File: src/rtl/rf_port_ctrl.sv
// Register-file port controller: sequences READ/WRITE/SWAP/CLEAR commands onto a 4x8 register file.
// Optional SWAP datapath is built only when RF_PORT_CTRL_SWAP_EN is defined.
module rf_port_ctrl #(
  parameter logic [7:0] CLEAR_VAL = 8'h00
) (
  input  logic       clock,
  input  logic       reset,
  input  logic       cmd_valid,
  output logic       cmd_ready,
  input  logic [1:0] cmd_op,
  input  logic [1:0] cmd_ra,
  input  logic [1:0] cmd_rb,
  input  logic [7:0] cmd_data,
  output logic       rsp_valid,
  input  logic       rsp_ready,
  output logic [7:0] rsp_data,
  output logic [1:0] reg1,
  output logic [1:0] reg2,
  input  logic [7:0] data1,
  input  logic [7:0] data2,
  output logic [1:0] regw,
  output logic [7:0] dataw,
  output logic       RFWrite,
  output logic       busy,
  output logic [2:0] dbg_state
);

  // Handshakes: a command transfers on a rising edge with cmd_valid && cmd_ready;
  // a response transfers on a rising edge with rsp_valid && rsp_ready.
  localparam logic [1:0] OP_READ  = 2'b00;
  localparam logic [1:0] OP_WRITE = 2'b01;
  localparam logic [1:0] OP_SWAP  = 2'b10;
  localparam logic [1:0] OP_CLEAR = 2'b11;

  typedef enum logic [2:0] {
    IDLE = 3'd0,
    RD   = 3'd1,
    WR   = 3'd2,
    CLR  = 3'd3,
    RESP = 3'd4
`ifdef RF_PORT_CTRL_SWAP_EN
    , SW_CAP = 3'd5,
    SW_WA  = 3'd6,
    SW_WB  = 3'd7
`endif
  } state_t;

  state_t     state;
  logic [1:0] counter;
  logic [1:0] lat_ra;
  logic [7:0] lat_data;
`ifdef RF_PORT_CTRL_SWAP_EN
  logic [1:0] lat_rb;
  logic [7:0] tmpa;
  logic [7:0] tmpb;
`else
  logic unused_swap_inputs;
  assign unused_swap_inputs = &{1'b0, cmd_rb, data2};
`endif

  assign dbg_state = state;

  // All outputs are registered: each transition loads the values the next state drives.
  always_ff @(posedge clock) begin
    if (reset) begin
      state     <= IDLE;
      counter   <= 2'd0;
      lat_ra    <= 2'd0;
      lat_data  <= 8'h00;
`ifdef RF_PORT_CTRL_SWAP_EN
      lat_rb    <= 2'd0;
      tmpa      <= 8'h00;
      tmpb      <= 8'h00;
`endif
      rsp_data  <= 8'h00;
      rsp_valid <= 1'b0;
      cmd_ready <= 1'b1;
      busy      <= 1'b0;
      RFWrite   <= 1'b0;
      reg1      <= 2'd0;
      reg2      <= 2'd0;
      regw      <= 2'd0;
      dataw     <= 8'h00;
    end else begin
      RFWrite <= 1'b0;
      reg1    <= 2'd0;
      reg2    <= 2'd0;
      regw    <= 2'd0;
      dataw   <= 8'h00;
      case (state)
        IDLE: begin
          if (cmd_valid) begin
            lat_ra    <= cmd_ra;
            lat_data  <= cmd_data;
`ifdef RF_PORT_CTRL_SWAP_EN
            lat_rb    <= cmd_rb;
`endif
            cmd_ready <= 1'b0;
            busy      <= 1'b1;
            case (cmd_op)
              OP_READ: begin
                state <= RD;
                reg1  <= cmd_ra;
              end
              OP_WRITE: begin
                state   <= WR;
                RFWrite <= 1'b1;
                regw    <= cmd_ra;
                dataw   <= cmd_data;
              end
              OP_SWAP: begin
`ifdef RF_PORT_CTRL_SWAP_EN
                state <= SW_CAP;
                reg1  <= cmd_ra;
                reg2  <= cmd_rb;
`else
                state     <= RESP;
                rsp_valid <= 1'b1;
                rsp_data  <= 8'hFF;
`endif
              end
              OP_CLEAR: begin
                state   <= CLR;
                counter <= 2'd0;
                RFWrite <= 1'b1;
                regw    <= 2'd0;
                dataw   <= CLEAR_VAL;
              end
              default: state <= IDLE;
            endcase
          end
        end
        RD: begin
          rsp_data  <= data1;
          rsp_valid <= 1'b1;
          state     <= RESP;
        end
        WR: begin
          rsp_data  <= lat_data;
          rsp_valid <= 1'b1;
          state     <= RESP;
        end
`ifdef RF_PORT_CTRL_SWAP_EN
        SW_CAP: begin
          tmpa    <= data1;
          tmpb    <= data2;
          state   <= SW_WA;
          RFWrite <= 1'b1;
          regw    <= lat_ra;
          dataw   <= data2;
        end
        SW_WA: begin
          state   <= SW_WB;
          RFWrite <= 1'b1;
          regw    <= lat_rb;
          dataw   <= tmpa;
        end
        SW_WB: begin
          rsp_data  <= tmpa;
          rsp_valid <= 1'b1;
          state     <= RESP;
        end
`endif
        CLR: begin
          // counter names the register being written in the current cycle
          if (counter == 2'd3) begin
            rsp_data  <= CLEAR_VAL;
            rsp_valid <= 1'b1;
            state     <= RESP;
          end else begin
            counter <= counter + 2'd1;
            RFWrite <= 1'b1;
            regw    <= counter + 2'd1;
            dataw   <= CLEAR_VAL;
          end
        end
        RESP: begin
          if (rsp_ready) begin
            rsp_valid <= 1'b0;
            busy      <= 1'b0;
            cmd_ready <= 1'b1;
            state     <= IDLE;
          end
        end
        default: state <= IDLE;
      endcase
    end
  end

endmodule

File: config.mk
export PLATFORM = sky130hd
export DESIGN_NAME = rf_port_ctrl
export DESIGN_NICKNAME = d
export VERILOG_FILES = /design/src/rtl/rf_port_ctrl.sv
export SDC_FILE = /design/constraint.sdc
export NUM_CORES = 1
export LEC_CHECK = 0
export CELL_PAD_IN_SITES_DETAIL_PLACEMENT = 0
export CELL_PAD_IN_SITES_GLOBAL_PLACEMENT = 2
export CORE_ASPECT_RATIO = 1.25
export CORE_MARGIN = 2
export CORE_UTILIZATION = 25
export DETAILED_ROUTE_END_ITERATION = 8
export HOLD_SLACK_MARGIN = 0.08
export MAX_ROUTING_LAYER = met4
export PLACE_DENSITY_LB_ADDON = 0.1
export SLEW_MARGIN = 20
export SYNTH_ARGS = -nofsm -noshare
export SYNTH_HDL_FRONTEND = slang
export SYNTH_SLANG_ARGS = --single-unit
export TNS_END_PERCENT = 5
File: constraint.sdc
create_clock -name clock -period 1.5 [get_ports clock]
set_input_delay 0.15 -clock clock [delete_from_list [all_inputs] [get_ports clock]]
set_output_delay 0.15 -clock clock [all_outputs]
set_load 0.005 [all_outputs]
==> flow_summary.ini <==
[synth]
ys_warn_count = 0
syn_area_um2 = 1790
avgSynthCellArea_um2 = 9.57
synth_cell_types = 42
ys_ff_latch = 37
ys_seq_area_frac = 0.414
syn_inst = 187

[timing]
setup_ws_ns = 0.0850
final.period_utilization = 0.943
finClkSkew_ns = 0.00779
fmax_mhz = 707
finalSetupViolCount = 0
rsz0062_at_grt = false
min_period_ns = 1.42
finalHoldViolations = 0
drv_slew = 0
fin_setup_tns_ns = 0

[finish]
areaGrowthSynthToFinish_pct = 41.4
antenna_cells = 0
layout.cells.most_common = clkdlybuf4s50_1
fin_area_um2 = 2530
seq_area_um2 = 752
drive_above_1_share = 0.158
multiInputGateArea_um2 = 915
fin_nets = 286
final_cell_mix = clkdlybuf4s50_1 (50), dfxtp_1 (34), nand2b_1 (19), nand2_1 (18), buf_4 (16)
fillers = 711
final_core_util = 0.365

[worst_setup_path]
path_class = reg2out
crit_chain = clkdlybuf4s50_1
reg2reg_from = counter[0]
path_delay_family = buffers and inverters
cp_max_fo = 11
cp_num_buf_inv = 1
cp.required_ns = 1.35
end_kind = output pin
worst_path_max_delay_cell = clkdlybuf4s50_1
cp-start-kind = register
cp_slowest_stage_delay_ns = 0.53
crit_path_start = dbg_state[2]
critPathArrivalTime_ns = 1.27

[floorplanning]
initial_core_util = 0.258
die_x_um = 79.7
std_cell_rows = 34
core-area_um2 = 6930
dieArea_um2 = 7850
io_pins = 63
die_h_um = 98.6

[placed_design]
place_area_um2 = 2390
port_buffers = 50
pre_cts_slack_ns = -0.274
gp_congestion = 0.759
dp_hpwl_um = 3530

[cts]
cts_tree = built
path_clk_slew_ns = 0.08
cts_htree_levels = 2
cts_buffers = 5
hold_buffers = 0
insertion_delay_ns = 0.29
cts_buffer_depth = 2
post_cts_buffers = 0
root_buffer = clkbuf_8
clock_sinks = 37

[route]
first_pass_iters = 4
wl_um = 4550
wl_per_cell_um = 13.5
first_iter_violations = 67
detail-route-antenna-nets = 0
vias_per_cell = 4.52
drc = 0
num_vias = 1522

[global_routing]
grt_max_degree = 20
overflow = 0
grtUsageTotal = 0.127
first_global_vias = 1592
grt_pass1_wl_um = 7620
antenna_found_initial = 0

[min_path]
min_from = cmd_data[6]
hold_class = in2reg

[pwr]
power_density_nw_per_um2 = 997
switching_share = 0.262
p_switching_w = 0.000660
leakage_nw = 1.03
ir_drop_uv = 325
clock_power_share = 0.350
comb_power_share = 0.207
p_int_w = 0.00186
sequentialPowerShare = 0.442

[run_status]
status = finished clean

[flow_run]
max_cap_viol_count = 0
logic make-up after synthesis:
kind of cell,after synthesis,share of synthesized area
and+or+nand+nor,79,0.268
DFF,37,0.414
AOI/OAI and AO/OA,35,0.135
buffers and inverters,19,0.0832
muxes,10,0.0559
adders and majority gates,6,0.0420
other,1,0.00210
layer usage:
metal  vias to the layer above  GRT usage  share of wire
li1                        761          -              -
met1                       726      0.132           0.40
met2                        30      0.233           0.55
met3                         5     0.0284          0.037
met4                         0     0.0398          0.013
met5                         -          -              0
worst paths after layout:
check | to | cells after the start | slack [ns]
worst max register to register | dbg_state[2] | 4 | 0.13
worst max-delay path | dbg_state[2] | 1 | 0.08
worst min register to register | lat_data[7] | 2 | 0.47
worst min-delay path | lat_data[6] | 3 | 0.43
power groups by stage:
stage | logic [W] | clock network (W) | registers (W)
floorplan | 0.000301 | 0 | 0.00112
global placement | 0.000523 | 0 | 0.00114
detailed placement | 0.000525 | 0 | 0.00114
CTS | 0.000529 | 0.000918 | 0.00112
global route | 0.000579 | 0.000948 | 0.00113
finish | 0.000523 | 0.000884 | 0.00112
what timing repair did:
item | 4_1_cts | 5_1_grt
resized for setup | 5 | 3
endpoints found under the setup margin | 3 | 9
pin swaps | 0 | 1
hold endpoints to repair | 0 | 0
gates cloned | 0 | 0
cells in the mapped netlist:
cell type / count / share of area
nor4b_4: 1 / 0.013
a211o_2: 1 / 0.0056
buf_6: 6 / 0.038
or2_2: 1 / 0.0035
clkbuf_8: 2 / 0.015
ha_1: 6 / 0.042
and4bb_2: 1 / 0.0070
or4b_4: 1 / 0.0077
o21bai_1: 1 / 0.0042
nand2_1: 18 / 0.038
a21o_1: 1 / 0.0042
nor2_1: 13 / 0.027
a21oi_1: 15 / 0.042
buf_4: 3 / 0.013
dfxtp_1: 37 / 0.41
and2_0: 1 / 0.0035
nand2b_1: 19 / 0.066
and2_1: 8 / 0.028
nor3b_1: 1 / 0.0042
nand3_2: 1 / 0.0056
and2_2: 1 / 0.0042
mux2i_1: 10 / 0.056
o21ai_1: 1 / 0.0028
o221a_2: 1 / 0.0063
or3b_1: 1 / 0.0049
nand3b_1: 2 / 0.0084
a221o_1: 8 / 0.045
buf_2: 1 / 0.0028
clkbuf_1: 3 / 0.0063
a221oi_1: 1 / 0.0049
nor2b_4: 1 / 0.0077
and3_2: 1 / 0.0042
nor4_1: 1 / 0.0035
conb_1: 1 / 0.0021
o21ai_0: 4 / 0.011
nand4b_1: 1 / 0.0049
a211oi_1: 1 / 0.0042
nand3_1: 3 / 0.0084
a21oi_2: 1 / 0.0049
nand4bb_1: 1 / 0.0063
and4b_1: 2 / 0.011
inv_1: 4 / 0.0084
sequential cells by signal, indices dropped and copies added (netlist names):
register / cells
RFWrite: 1
busy: 1
cmd_ready: 1
counter: 2
dataw: 8
dbg_state: 3
lat_data: 8
reg1: 2
regw: 2
rsp_data: 8
rsp_valid: 1
metrics by stage:
step / hold WS, ns / std cells / total power, W
after floorplan: 0.272 / 188 / 0.00142
after global placement: 0.459 / 329 / 0.00166
after detailed placement: 0.461 / 329 / 0.00167
after CTS: 0.433 / 337 / 0.00257
after global routing: 0.455 / 337 / 0.00266
final: 0.427 / 337 / 0.00252
final cells by class:
type	instances	area share
multi-input combinational	132	0.362
sequential	37	0.297
timing repair buffer	66	0.245
tap	90	0.0445
clock buffer	5	0.0272
clock inverter	3	0.0183
inverter	4	0.00593
(Power assumes the default switching activity.)
